### src/rtl/ntlm_candidate_gen.sv
// Brute-force candidate generator feeding the NTLM hash/compare stage.
// Enumerates all strings over a contiguous charset, min_len..max_len, in order.
module ntlm_candidate_gen #(
    parameter logic [7:0] CHAR_BASE  = 8'h61,
    parameter int         CHAR_COUNT = 26,
    parameter int         MAX_CHARS  = 15
) (
    input  logic         clk,
    input  logic         rst,
    input  logic         start,
    input  logic         abort,
    input  logic [3:0]   min_len,
    input  logic [3:0]   max_len,
    input  logic         cand_ready,
    output logic         cand_valid,
    output logic [0:127] instr,
    output logic [0:3]   length,
    output logic         done,
    output logic         cfg_err,
    output logic [63:0]  count
);

    localparam logic [7:0] LAST_CHAR = 8'(int'(CHAR_BASE) + CHAR_COUNT - 1);
    localparam logic [3:0] MAX_LEN   = 4'(MAX_CHARS);

    typedef enum logic [1:0] {
        IDLE,
        RUN,
        DONE
    } state_t;

    state_t       state;
    logic [3:0]   max_q;
    logic [0:127] nxt_instr;
    logic         carry;
    logic         xfer;
    logic         cfg_ok;

    // First n bytes set to the base symbol, the rest zero.
    function automatic logic [0:127] fill(input logic [3:0] n);
        logic [0:127] v;
        v = '0;
        for (int i = 0; i < 16; i++) begin
            if (i < int'(n)) v[8*i +: 8] = CHAR_BASE;
        end
        return v;
    endfunction

    assign xfer   = cand_valid && cand_ready;
    assign cfg_ok = (min_len != 4'd0) && (min_len <= max_len) &&
                    (max_len <= MAX_LEN);

    // Odometer step: rightmost char is least significant, carry moves left.
    always_comb begin
        nxt_instr = instr;
        carry     = 1'b1;
        for (int i = 15; i >= 0; i--) begin
            if (carry && (i < int'(length))) begin
                if (instr[8*i +: 8] == LAST_CHAR) begin
                    nxt_instr[8*i +: 8] = CHAR_BASE;
                end else begin
                    nxt_instr[8*i +: 8] = instr[8*i +: 8] + 8'd1;
                    carry               = 1'b0;
                end
            end
        end
    end

    // Control FSM with registered candidate, status and counter outputs.
    always_ff @(posedge clk) begin
        if (rst) begin
            state      <= IDLE;
            max_q      <= 4'd0;
            cand_valid <= 1'b0;
            instr      <= '0;
            length     <= 4'd0;
            done       <= 1'b0;
            cfg_err    <= 1'b0;
            count      <= 64'd0;
        end else begin
            cfg_err <= 1'b0;
            unique case (state)
                IDLE, DONE: begin
                    if (start) begin
                        if (cfg_ok) begin
                            max_q      <= max_len;
                            count      <= 64'd0;
                            done       <= 1'b0;
                            cand_valid <= 1'b1;
                            length     <= min_len;
                            instr      <= fill(min_len);
                            state      <= RUN;
                        end else begin
                            cfg_err <= 1'b1;
                        end
                    end
                end
                RUN: begin
                    if (xfer && (count != '1)) count <= count + 64'd1;
                    if (abort) begin
                        cand_valid <= 1'b0;
                        state      <= IDLE;
                    end else if (xfer) begin
                        if (!carry) begin
                            instr <= nxt_instr;
                        end else if (length == max_q) begin
                            cand_valid <= 1'b0;
                            done       <= 1'b1;
                            state      <= DONE;
                        end else begin
                            length <= length + 4'd1;
                            instr  <= fill(length + 4'd1);
                        end
                    end
                end
                default: state <= IDLE;
            endcase
        end
    end

endmodule
### config.mk
export PLATFORM = sky130hd
export DESIGN_NAME = ntlm_candidate_gen
export DESIGN_NICKNAME = d
export VERILOG_FILES = /design/src/rtl/ntlm_candidate_gen.sv
export SDC_FILE = /design/constraint.sdc
export NUM_CORES = 1
export LEC_CHECK = 0
export BUFFER_PORTS_ARGS = -buffer_cell sky130_fd_sc_hd__buf_2
export CAP_MARGIN = 10
export CORE_MARGIN = 4
export CORE_UTILIZATION = 59
export CTS_BUF_LIST = sky130_fd_sc_hd__clkbuf_8
export CTS_CLUSTER_SIZE = 24
export DETAILED_ROUTE_END_ITERATION = 10
export GPL_TIMING_DRIVEN = 0
export MAX_ROUTING_LAYER = met4
export PLACE_DENSITY = 0.85
export SLEW_MARGIN = 10
export SYNTH_ARGS = -nofsm -noshare
export SYNTH_HDL_FRONTEND = slang
export SYNTH_SLANG_ARGS = --single-unit
### constraint.sdc
create_clock -name clk -period 5.9 [get_ports clk]
set_clock_uncertainty 0.1 [all_clocks]
set_input_delay 0.295 -clock clk [delete_from_list [all_inputs] [get_ports clk]]
set_output_delay 0.295 -clock clk [all_outputs]
set_load 0.03 [all_outputs]
* Word level (Yosys, flattened, before mapping) *
Index checks and enable logic that the tools add are counted.

word-level totals
  bits in registers = 205
  input port bits = 13
  output and inout bits = 199
  word-level logic and storage cells = 309

cells by class
  add/subtract/negate cells = 17
  magnitude comparators = 47
  equal/unequal tests = 46
  muxes and demuxes = 130
  bitwise gates (word level) = 2
  reductions and logical operators = 44

operator list
  cell                                                                    count
  128-bit two-way mux                                                     6
  128-bit one-hot mux with 2 select lines                                 1
  8-bit two-way mux                                                       30
  7-bit two-way mux                                                       30
  64-bit two-way mux                                                      3
  64-bit one-hot mux with 2 select lines                                  1
  8-bit by 1-bit adder with 8-bit output (second input constant)          15
  8-bit by 7-bit equality test with 1-bit output (second input constant)  15
  7-bit AND reduction                                                     17
  4-bit < comparator (first input constant)                               21
  64-bit by 1-bit adder with 64-bit output (second input constant)        1
  64-bit != test (second input constant)                                  1
  3-bit != test (second input constant)                                   19
  3-bit by 4-bit < comparator with 1-bit output (first input constant)    12
  1-bit two-way mux                                                       43
  1-bit by 4-bit < comparator with 1-bit output (first input constant)    6
  2-bit by 4-bit < comparator with 1-bit output (first input constant)    6
  4-bit two-way mux                                                       6
  1-bit logical AND                                                       18
  2-bit != test (second input constant)                                   8
  2-bit two-way mux                                                       6
  4-bit one-hot mux with 2 select lines                                   1
  6-bit AND reduction                                                     1
  5-bit AND reduction                                                     1
  16 further kinds                                                        18

* Logic depth before layout (Yosys ltp) *
Gate-level depths: netlist (run 1).

  word-level depth = 35
  mapped depth = 14
  gate-level depth less buffers = 10

* Least setup slack after synthesis (run 1) *
OpenSTA, ideal clock, no wires.

  path kind = flip-flop to flip-flop
  from = register instr[67] (netlist name)
  to = register instr[61] (netlist name)
  setup time = 0.070 ns
  arrival time = 3.320 ns
  data required time = 5.730 ns
  setup slack = 2.410 ns
  cell stages (with the launch flop) = 11
  buffers on the path = 2
  clock period less this slack = 3.490 ns
  path through = dfxtp_1 -> nand4_1 -> or4b_1 -> buf_2 -> a222oi_1 -> nand4_2 -> o31ai_4 -> a31oi_2 -> buf_6 -> or4b_1 -> a21oi_1

on the way
  cells in the longest elaborated chain, start to end = 23
  elaborated cells between the ends (all ways) = 34
  classes of those cells = eq/ne (3); mux (22); reduce/logical (9)

ends and longest elaborated chain
  element                                                        line    text
  from (decl)                                                    16      output logic [0:127] instr,
  from (signal assigned)                                         91      instr <= fill(min_len);
  from (signal assigned)                                         105     instr <= nxt_instr;
  from (signal assigned)                                         112     instr <= fill(length + 4'd1);
  8-bit by 7-bit equality test with 1-bit output *               59      if (instr[8*i +: 8] == LAST_CHAR) begin
  1-bit two-way mux *                                            59
  1-bit two-way mux *                                            58      if (carry && (i < int'(length))) begin
  1-bit two-way mux / 1-bit logical AND (equally long branches)  59, 58
  1-bit two-way mux                                              58
  1-bit two-way mux / 1-bit logical AND (equally long branches)  59, 58
  1-bit two-way mux                                              58
  1-bit two-way mux / 1-bit logical AND (equally long branches)  59, 58
  [7 not listed]                                                 n/a
  1-bit two-way mux / 1-bit logical AND (equally long branches)  59, 58
  1-bit two-way mux                                              58
  1-bit two-way mux / 1-bit logical AND (equally long branches)  59, 58
  1-bit two-way mux                                              58
  128-bit two-way mux                                            104     if (!carry) begin
  128-bit two-way mux                                            103     end else if (xfer) begin
  128-bit two-way mux                                            100     if (abort) begin
  128-bit one-hot mux with 2 select lines                        82      unique case (state)

Every way passes the cells marked *; elsewhere a longest branch is shown, timed or not. The select of a mux whose other input is x is not followed.
A chain may end at the register's enable or synchronous reset.

* Worst setup path after layout (run 1) *
  from = register length[2] (netlist name)
  to = register instr[96] (netlist name)

on the way
  cells in the longest elaborated chain, start to end = 34
  elaborated cells between the ends (all ways) = 66
  classes of those cells = order compare (15); eq/ne (3); mux (33); reduce/logical (15)

ends and longest elaborated chain
  element                                                        line    text
  from (decl)                                                    17      output logic [0:3] length,
  from (signal assigned)                                         90      length <= min_len;
  from (signal assigned)                                         111     length <= length + 4'd1;
  4-bit < comparator                                             58
  1-bit two-way mux                                              58
  1-bit two-way mux / 1-bit logical AND (equally long branches)  59, 58
  1-bit two-way mux                                              58
  1-bit two-way mux / 1-bit logical AND (equally long branches)  59, 58
  1-bit two-way mux                                              58
  1-bit two-way mux / 1-bit logical AND (equally long branches)  59, 58
  1-bit two-way mux                                              58
  [18 not listed]                                                n/a
  1-bit two-way mux / 1-bit logical AND (equally long branches)  59, 58
  1-bit two-way mux                                              58
  1-bit two-way mux / 1-bit logical AND (equally long branches)  59, 58
  1-bit two-way mux                                              58
  128-bit two-way mux                                            104
  128-bit two-way mux                                            103
  128-bit two-way mux                                            100
  128-bit one-hot mux with 2 select lines                        82

Parallel ways exist; a longest one is shown, timed or not. The select of a mux whose other input is x is not followed.

==> results of run 1 <==
[metal layers]
metal,global-route usage [%],wire length (µm),part of all wire [%],vias to the layer above
li1,-,-,-,5979
met1,47.1,16100,38,6149
met2,59.4,18900,44,930
met3,8.15,5050,12,194
met4,19.8,2440,5.7,0
met5,-,0,0,-
[power by group]
| group | switching (mW) | internal, mW |
|---|---|---|
| Combinational | 0.686 | 0.239 |
| Sequential | 0.0538 | 1.37 |
| Clock | 0.573 | 0.361 |
[state kept, by name, indices dropped and copies added (netlist names)]
register / count
instr: 120
count: 64
length: 4
max_q: 4
state: 2
cand_valid: 1
cfg_err: 1
done: 1
[worst max-delay path by stage]
stage                      to  slack (ns)
floorplan           instr[61]        2.41
global placement    instr[96]        0.97
detailed placement  instr[96]        0.95
CTS                 instr[96]        0.92
global route        instr[50]        0.57
finish              instr[96]        0.66
[layout make-up]
cell class	instances	area, µm²
Antenna cell	1	2.50
Buffer	88	387
Clock buffer	17	234
Clock inverter	15	185
Fill cell	1592	5610
Inverter	46	173
Multi-Input combinational cell	1168	7070
Sequential cell	197	3940
Tap cell	260	325
Timing Repair Buffer	204	1030
[cell usage in the layout (no fill, tap or decap), drive strengths merged, types with 12 or more instances in the layout]
master / instances
and4: 12
or4: 27
nand2: 112
nand3: 95
buf: 232
xor2: 31
nor3: 51
and3: 36
o31ai: 13
or3: 18
nand2b: 16
xnor2: 25
clkbuf: 75
and2: 13
a31oi: 18
o211ai: 14
o21ai: 108
a21oi: 125
nor4: 24
nand4: 37
ha: 38
inv: 53
nor2: 167
o32ai: 12
dfxtp: 197
[stage by stage]
step / worst slack (ns) / power [mW] / cells / hold WS (ns)
2_1_floorplan: 2.41 / 2.03 / 1499 / 0.342
3_3_place_gp: 0.972 / 2.32 / 1961 / 0.370
3_5_place_dp: 0.946 / 2.33 / 1961 / 0.381
4_1_cts: 0.923 / 3.24 / 1995 / 0.00129
5_1_grt: 0.568 / 3.39 / 1995 / 0.0269
6_report: 0.660 / 3.28 / 1996 / 0.00185
[critical path, cell delays in order, from the launching register on]
cell	delay (ns)
dfxtp_1	0.43
clkbuf_1	0.44
inv_1	0.09
ha_1	0.35
a21oi_1	0.38
a222oi_1	0.27
and3_1	0.22
buf_2	0.17
a21oi_1	1.00
clkbuf_1	0.73
clkbuf_1	0.65
nand4b_1	0.17
a21oi_1	0.17
[timing repair]
| item | 4_1_cts | 5_1_grt |
|---|---|---|
| setup endpoints to repair | 0 | 0 |
| hold endpoints to repair | 2 | 0 |
| hold buffers | 2 | 0 |
[cell families (layout without fill, tap and decap cells)]
group | count (synthesis) | after routing | share of synthesized area (%)
compound gates | 393 | 393 | 21.8
buf+inv | 134 | 370 | 4.85
simple gates | 666 | 666 | 30.1
flops | 197 | 197 | 34.2
fa+ha+maj | 38 | 38 | 4.12
mux | 7 | 7 | 0.608
other cells | 1 | 9 | 0.0325
xor+xnor | 56 | 56 | 4.25
==> impl_metrics.yaml, run 1 <==
outcome:
  status: "complete, no violations"
sta:
  slew_headroom_pct: 15.4
  hold_violations: 0
  setup_tns_ns: 0
  setup_viol: 0
  maxSlewViolCount: 0
  tightest_slew_ns: 1.27
  rsz0062_at_grt: "false"
  max_freq_mhz: 191
  period_minus_slack_ns: 5.24
  layout_worst_path_cycle_share_pct: 88.8
synthesis:
  synth.top_cell.area_share_pct: 34.2
  yosys_warnings: 0
  netlist_area_um2: 11500
  netlist_instances: 1492
  synth_ff_type: "dfxtp_1"
  async_reset_ff_share_pct: 0
  yosysUniqueCellTypes: 79
  synth_area_leaders: "dfxtp_1 (34%), nor2_1 (5.4%), a21oi_1 (5.4%)"
  synth_seq_area_share_pct: 34.2
  yosysMostFrequentCell: "dfxtp_1"
  synth_edf_count: 0
  synth_common_cells: "dfxtp_1 (197), nor2_1 (167), a21oi_1 (124), nand2_1 (112), o21ai_0 (102)"
  ys_ff_latch: 197
  synth_area_leader_cell: "dfxtp_1"
  synth_area_per_cell_um2: 7.73
power:
  leakage_nw: 5.14
  p_per_area_nw_per_um2: 246
  peakVddDrop_uv: 201
placement:
  place.gp.congestion: 1.04
  dpl_cell_area_um2: 12900
  place.port_buffers: 202
  hpwl_um: 31100
cells_and_area:
  final_area_um2: 13300
  area_delta_synth_final_pct: 15.8
  fin_util_pct: 70.4
  nets: 1773
  post_route_cells_drive_above_1_share_pct: 16.7
worst_hold_path:
  hold_path_class: "in2reg"
  hp-start: "max_len[3]"
  hold-path-cell-count: 3
  min_to: "max_q[3]"
worst_setup_path:
  rr_endpoint: "instr[96]"
  reg2regPathDepth: 12
  crit_required_ns: 6.22
  r2r_start: "length[2]"
  critical_path_arrival_ns: 5.56
  cp-end-kind: "flip-flop"
  worstPathMaxFanout: 10
  r2r_setup_slack_ns: 0.66
  cp-start-kind: "flip-flop"
  path_class: "reg2reg"
  crit_path_start: "length[2]"
cts:
  numCtsBuffers: 17
  insertion_delay_ns: 0.49
  cts_tree: "done"
  clock-sinks: 197
  cts.htree.levels: 4
  cts_root_buf: "clkbuf_8"
  post_cts_buffers: 0
  cts_resized: 0
  clock_path_buffers: 2
  clk_pin_slew_ns: 0.12
floorplan:
  row_count: 50
  die_w_um: 148
  design.die.area_um2: 21800
  initial_utilization_pct: 60.8
  coreArea_um2: 19000
  ios: 212
  fp.dieH_um: 148
grt:
  grt_max_degree: 21
  grt_pass1_wl_um: 65400
  antenna_found_initial: 0
  grt_pass1_vias: 12100
  grt_usage_pct: 38.3
  grt_overflow: 0
run:
  drv_cap: 0
drt:
  vias: 13300
  drtPass1Iterations: 6
  drt-initial-drc-count: 1718
  drc: 0
  drt-total-wl_um: 42500
  viasPerCell: 6.64
  wl_per_cell_um: 21.3
  drtAntennaViolNets: 0
No activity file was read; power rests on OpenSTA's default activity.
==> run 2: changes to the inputs <==
Settings changed: ABC_AREA set to 1, PLACE_DENSITY 0.85 to 0.84.
==> run 2 against run 1 <==
Register-to-register slack better by 1.4 ns. Die area is 12% higher. Synthesized cell count is 42% higher. Fmax is 36% higher. Clock-buffer cell count is 2 higher. Sequential share of layout area is 3.0 points lower. Via count is 11% higher. Synthesized area is 13% higher. Utilization is 2.1 points lower. Worst setup slack better by 1.4 ns. Clock power is 2% lower.
==> impl_metrics.yaml, run 2 <==
placement:
  hpwl_um: 33000
  place.gp.congestion: 1.03
  dpl.cell_count: 2609
  place.port_buffers: 202
cts:
  cts_tree: "done"
  clock-sinks: 197
  cts_root_buf: "clkbuf_8"
  insertion_delay_ns: 0.49
  numCtsBuffers: 17
  post_cts_buffers: 0
  clk_pin_slew_ns: 0.12
  cts_resized: 0
  cts.htree.levels: 4
  clock_path_buffers: 2
synthesis:
  synth.top_cell.area_share_pct: 30.2
  synth_edf_count: 0
  synth-xor-area-share_pct: 5.10
  yosysUniqueCellTypes: 46
  yosys_warnings: 0
  synth_area_leader_cell: "dfxtp_1"
  synth_compound_area_share_pct: 10.5
  muxShareOfSynthArea_pct: 0
  synth_seq_area_share_pct: 30.2
  synth_area_per_cell_um2: 6.15
  synth_area_leaders: "dfxtp_1 (30%), nor2_1 (13%), nand2_1 (13%)"
  synth-simple-area-share_pct: 41.1
  netlist_instances: 2120
  synth_common_cells: "nor2_1 (465), nand2_1 (464), inv_1 (228), dfxtp_1 (197), nand3_1 (137)"
  synthAdderAreaFrac_pct: 3.64
  yosysMostFrequentCell: "nor2_1"
  ys_ff_latch: 197
  async_reset_ff_share_pct: 0
  synth_ff_type: "dfxtp_1"
  netlist_area_um2: 13000
  synth_top_family_by_area: "simple AND/OR/NAND/NOR gates"
sta:
  tightest_slew_ns: 1.31
  setup_tns_ns: 0
  slew_headroom_pct: 12.1
  maxSlewViolCount: 0
  rsz0062_at_grt: "false"
  layout_worst_path_cycle_share_pct: 65.5
  hold_violations: 0
  period_minus_slack_ns: 3.87
  whs_ns: 0.0115
  setup_viol: 0
  max_freq_mhz: 259
power:
  power.net_switching_mw: 1.61
  p_per_area_nw_per_um2: 256
  p_clk_share_pct: 24.1
  p_seq_share_pct: 42.0
  peakVddDrop_uv: 140
  leakage_nw: 6.82
  power.share.switching_pct: 42.3
  comb_power_share_pct: 33.9
  power.internal_mw: 2.19
worst_setup_path:
  cp-start-kind: "flip-flop"
  crit_required_ns: 6.24
  worstPathMaxFanout: 10
  path_class: "reg2reg"
  critical_path_arrival_ns: 4.20
  cp-end-kind: "flip-flop"
cells_and_area:
  fill_cells: 2038
  top_register: "instr"
  final_common_cell: "nor2_1"
  post_route_cells_drive_above_1_share_pct: 13.6
  fin_util_pct: 68.3
  final_cell_mix: "nor2_1 (465), nand2_1 (464), inv_1 (228)"
  nets: 2402
  area_delta_synth_final_pct: 14.0
  largest_reg_flops: 120
  final_cells: 2647
  reg_top3: "instr x120, count x64"
drt:
  wl_per_cell_um: 16.1
  drtPass1Iterations: 6
  drt-initial-drc-count: 1345
  drt-total-wl_um: 42700
  viasPerCell: 5.58
  drtAntennaViolNets: 0
  vias: 14800
  drc: 0
floorplan:
  initial_utilization_pct: 60.0
  fp.dieH_um: 157
  row_count: 54
  design.die.area_um2: 24600
  die_w_um: 157
  ios: 212
  coreArea_um2: 21800
grt:
  grt_max_degree: 19
  grt_pass1_vias: 13600
  grt_overflow: 0
  grt_usage_pct: 35.1
  grt_use_met3_pct: 4.73
  grt_busiest_layer: "met2"
  use_met1_pct: 41.5
  gr-usage-met2_pct: 59.2
  antenna_found_initial: 3
  grt_pass1_wl_um: 68000
worst_hold_path:
  hold_path_class: "in2reg"
run:
  drv_cap: 0
outcome:
  status: "complete, no violations"
-- run 2: power by group through the flow --
stage	Clock [mW]	Combinational [mW]	Sequential (mW)
6_report	0.917	1.29	1.60
5_1_grt	0.983	1.41	1.61
4_1_cts	0.925	1.28	1.59
3_5_place_dp	0	1.27	1.62
3_3_place_gp	0	1.24	1.62
2_1_floorplan	0	0.707	1.81
-- run 2: cells by family (layout without fill, tap and decap cells) --
group / after synthesis / after routing
AND/OR/NAND/NOR: 1240 / 1240
adder cells (fa/ha/maj): 38 / 38
flip-flops: 197 / 197
other: 1 / 11
XOR/XNOR: 76 / 76
buffers and inverters: 301 / 538
AO/OA/AOI/OAI: 267 / 267
-- run 2: path summary, 6_finish.rpt --
path	from	endpoint	slack (ns)	depth (start not counted)
hold reg to reg	state[1]	state[1]	0.36	2
setup reg to reg	count[1]	count[18]	2.03	16
setup / recovery	count[1]	count[18]	2.03	16
hold / removal	max_len[0]	max_q[0]	0.01	3
-- run 2: stage by stage --
step	setup slack [ns]	instance area, µm²	total power [mW]
2_1_floorplan	3.00	13100	2.52
3_3_place_gp	2.21	14400	2.86
3_5_place_dp	2.18	14400	2.89
4_1_cts	2.12	14900	3.79
5_1_grt	1.80	14900	4.01
6_report	2.03	14900	3.80
-- run 2: cell type report --
type	instances	area, µm²	area share (%)
flip-flops and latches	197	3940	26.5
clock buffers	19	262	1.76
diodes	3	7.51	0.0505
multi-input cells	1629	7900	53.1
repair buffers	205	1040	7.00
well taps	280	350	2.36
plain buffers	66	348	2.34
clock inverters	13	136	0.917
inverters	235	882	5.93
-- run 2: critical path, cell delays in order (launching register included) --
cell     delay, ns
dfxtp_1       0.41
ha_1          0.29
nand2_1       0.10
nor3_2        0.51
nand4_1       0.29
nor4_1        0.69
nand3_1       0.25
nand4_1       0.13
nand2_1       0.11
buf_2         0.24
nand4_1       0.23
nor2_1        0.10
nand3_1       0.11
nor2_1        0.06
nand2_1       0.05
nand2_1       0.05
nor2_1        0.10
-- run 2: what timing repair did --
item,in CTS,in global routing
hold buffers,3,0
endpoints found under the setup margin,0,0
hold endpoints to repair,3,0
-- run 2: layer usage --
layer / vias to the layer above / share of wire (%)
met5: - / 0
met4: 0 / 4.5
met3: 123 / 8.1
met2: 661 / 48
met1: 6750 / 39
li1: 7227 / -
==> run 3: changes to the inputs <==
Settings changed: ABC_AREA 1 to 0, CORE_UTILIZATION 59 to 58.
Clock period 5.9 ns to 4 ns, I/O delays scaled along.
==> run 3 against run 2 <==
The run now ends with setup timing left. Critical endpoint is now instr[39]. Flip-flop and latch count unchanged. Largest power group unchanged. Non-clock buffer count is 27 higher. Largest cell class unchanged. Die area down 9.6%. First-iteration DRC count rose by 30%.
==> impl_metrics.yaml, run 3 (synthesis gave the netlist of run 1 again) <==
outcome:
  status: "complete, but fails checks"
  violations: "setup timing"
worst_setup_path:
  cpMaxStageDelayCell: "nor4_1"
  critPathMaxStageDelay_ns: 0.85
  cp-end-kind: "flip-flop"
  cp-start-kind: "flip-flop"
  crit_required_ns: 4.30
  critical_path_arrival_ns: 4.32
  path_class: "reg2reg"
  worstPathMaxFanout: 9
  cp_cell_sequence: "inv_1 > ha_1 > nand3_1 > nor4_1 > o221a_2 > nand3_2 > buf_4 > o31ai_1 > nand2_1 > o32a_1"
floorplan:
  ios: 212
  design.die.area_um2: 22200
  coreArea_um2: 19500
  row_count: 51
  die_w_um: 149
  fp.dieH_um: 149
  initial_utilization_pct: 59.0
grt:
  use_met1_pct: 47.4
  grt_busiest_layer: "met2"
  grt_use_met3_pct: 6.78
  antenna_found_initial: 0
  gr-usage-met2_pct: 58.9
  grt_overflow: 0
  grt_usage_pct: 37.8
  grt_pass1_vias: 12100
  grt_max_degree: 23
  grt_pass1_wl_um: 65400
drt:
  vias: 13300
  drc: 0
  drt-initial-drc-count: 1745
  drtAntennaViolNets: 0
  wl_per_cell_um: 21.1
  drtPass1Iterations: 6
  viasPerCell: 6.61
  drt-total-wl_um: 42300
cts:
  clock_path_buffers: 2
  cts_tree: "done"
  insertion_delay_ns: 0.50
  numCtsBuffers: 17
  cts.htree.levels: 4
  cts_root_buf: "clkbuf_8"
  clock-sinks: 197
  clk_pin_slew_ns: 0.12
sta:
  maxSlewViolCount: 0
  layout_worst_path_cycle_share_pct: 100
  slew_headroom_pct: 25.2
  max_freq_mhz: 249
  tightest_slew_ns: 1.11
  period_minus_slack_ns: 4.02
  setup_viol: 1
  layout_setup_ws_ns: -0.0172
  hold_violations: 0
  setup_tns_ns: -0.0172
cells_and_area:
  final_common_cell: "buf_2"
  final_cell_mix: "buf_2 (209), dfxtp_1 (197), nor2_1 (166)"
  area_delta_synth_final_pct: 17.3
  nets: 1779
  top_register: "instr"
  final_area_um2: 13500
  fill_cells: 1642
  reg_top3: "instr x120, count x64"
  post_route_cells_drive_above_1_share_pct: 18.1
  largest_reg_flops: 120
power:
  leakage_nw: 5.23
  peakVddDrop_uv: 267
  p_per_area_nw_per_um2: 362
placement:
  dpl_cell_area_um2: 12900
  hpwl_um: 30700
  place.port_buffers: 202
  place.gp.congestion: 1.05
run:
  drv_cap: 0
worst_hold_path:
  hold_path_class: "in2reg"
run 3: changes by cell type in the layout (fill, tap and decap cells not counted), moves of 27 or more:
| cell | before | now |
|---|---|---|
| and3_1 | 1 | 36 |
| inv_1 | 228 | 45 |
| nand2_1 | 464 | 112 |
| nand3_1 | 137 | 93 |
| nor2_1 | 465 | 166 |
| or4_1 | 0 | 27 |
| xor2_1 | 68 | 31 |
run 3: metal layers:
layer / share of wire [%] / wire length [µm]
met5: 0 / 0
met2: 45 / 19100
met1: 39 / 16400
met3: 11 / 4510
met4: 5.6 / 2370
run 3: layout make-up:
class,count,area [µm²],share of cell area [%]
diodes,1,2.50,0.0185
plain buffers,88,415,3.07
clock buffers,17,234,1.73
clock inverters,15,194,1.43
multi-input cells,1168,7140,52.8
well taps,265,332,2.45
repair buffers,210,1080,8.01
inverters,46,173,1.28
flip-flops and latches,197,3940,29.2
run 3: worst paths after layout:
path	slack (ns)	cells after the start	start	end
hold / removal	0.11	4	cand_ready	cand_valid
setup reg to reg	-0.02	10	instr[95]	instr[39]
hold reg to reg	0.40	2	done	done
setup / recovery	-0.02	10	instr[95]	instr[39]
run 3: timing repair:
action	CTS	global route
setup buffers	2	1
setup endpoints to repair	98	101
hold endpoints to repair	5	0
pin swaps	2	1
hold buffers	5	0
gates resized for setup	13	33
run 3: per-stage QoR:
step / power (mW) / cells / setup slack (ns) / util [%] / hold WS [ns]
2_1_floorplan: 2.99 / 1499 / 0.510 / - / 0.247
4_1_cts: 4.80 / 2005 / 0.00139 / 68.8 / 0.0521
3_5_place_dp: 3.43 / 1966 / -0.936 / 66.1 / 0.368
5_1_grt: 5.05 / 2006 / -0.0338 / 69.2 / 0.0811
3_3_place_gp: 3.41 / 1966 / -0.851 / 66.1 / 0.368
6_report: 4.90 / 2007 / -0.0172 / 69.2 / 0.107
run 3: critical path: cells and delay by family, from the launching register on:
family / cells / cell delay, ns
buffers and inverters: 2 / 0.33
adder cells (fa/ha/maj): 1 / 0.15
AO/OA/AOI/OAI: 3 / 1.51
flip-flops: 1 / 0.37
AND/OR/NAND/NOR: 4 / 1.44
run 3: report_power, final:
group | switching (mW) | internal [mW]
Sequential | 0.0787 | 2.02
Combinational | 1.03 | 0.382
Clock | 0.891 | 0.495
Total | 2.00 | 2.90
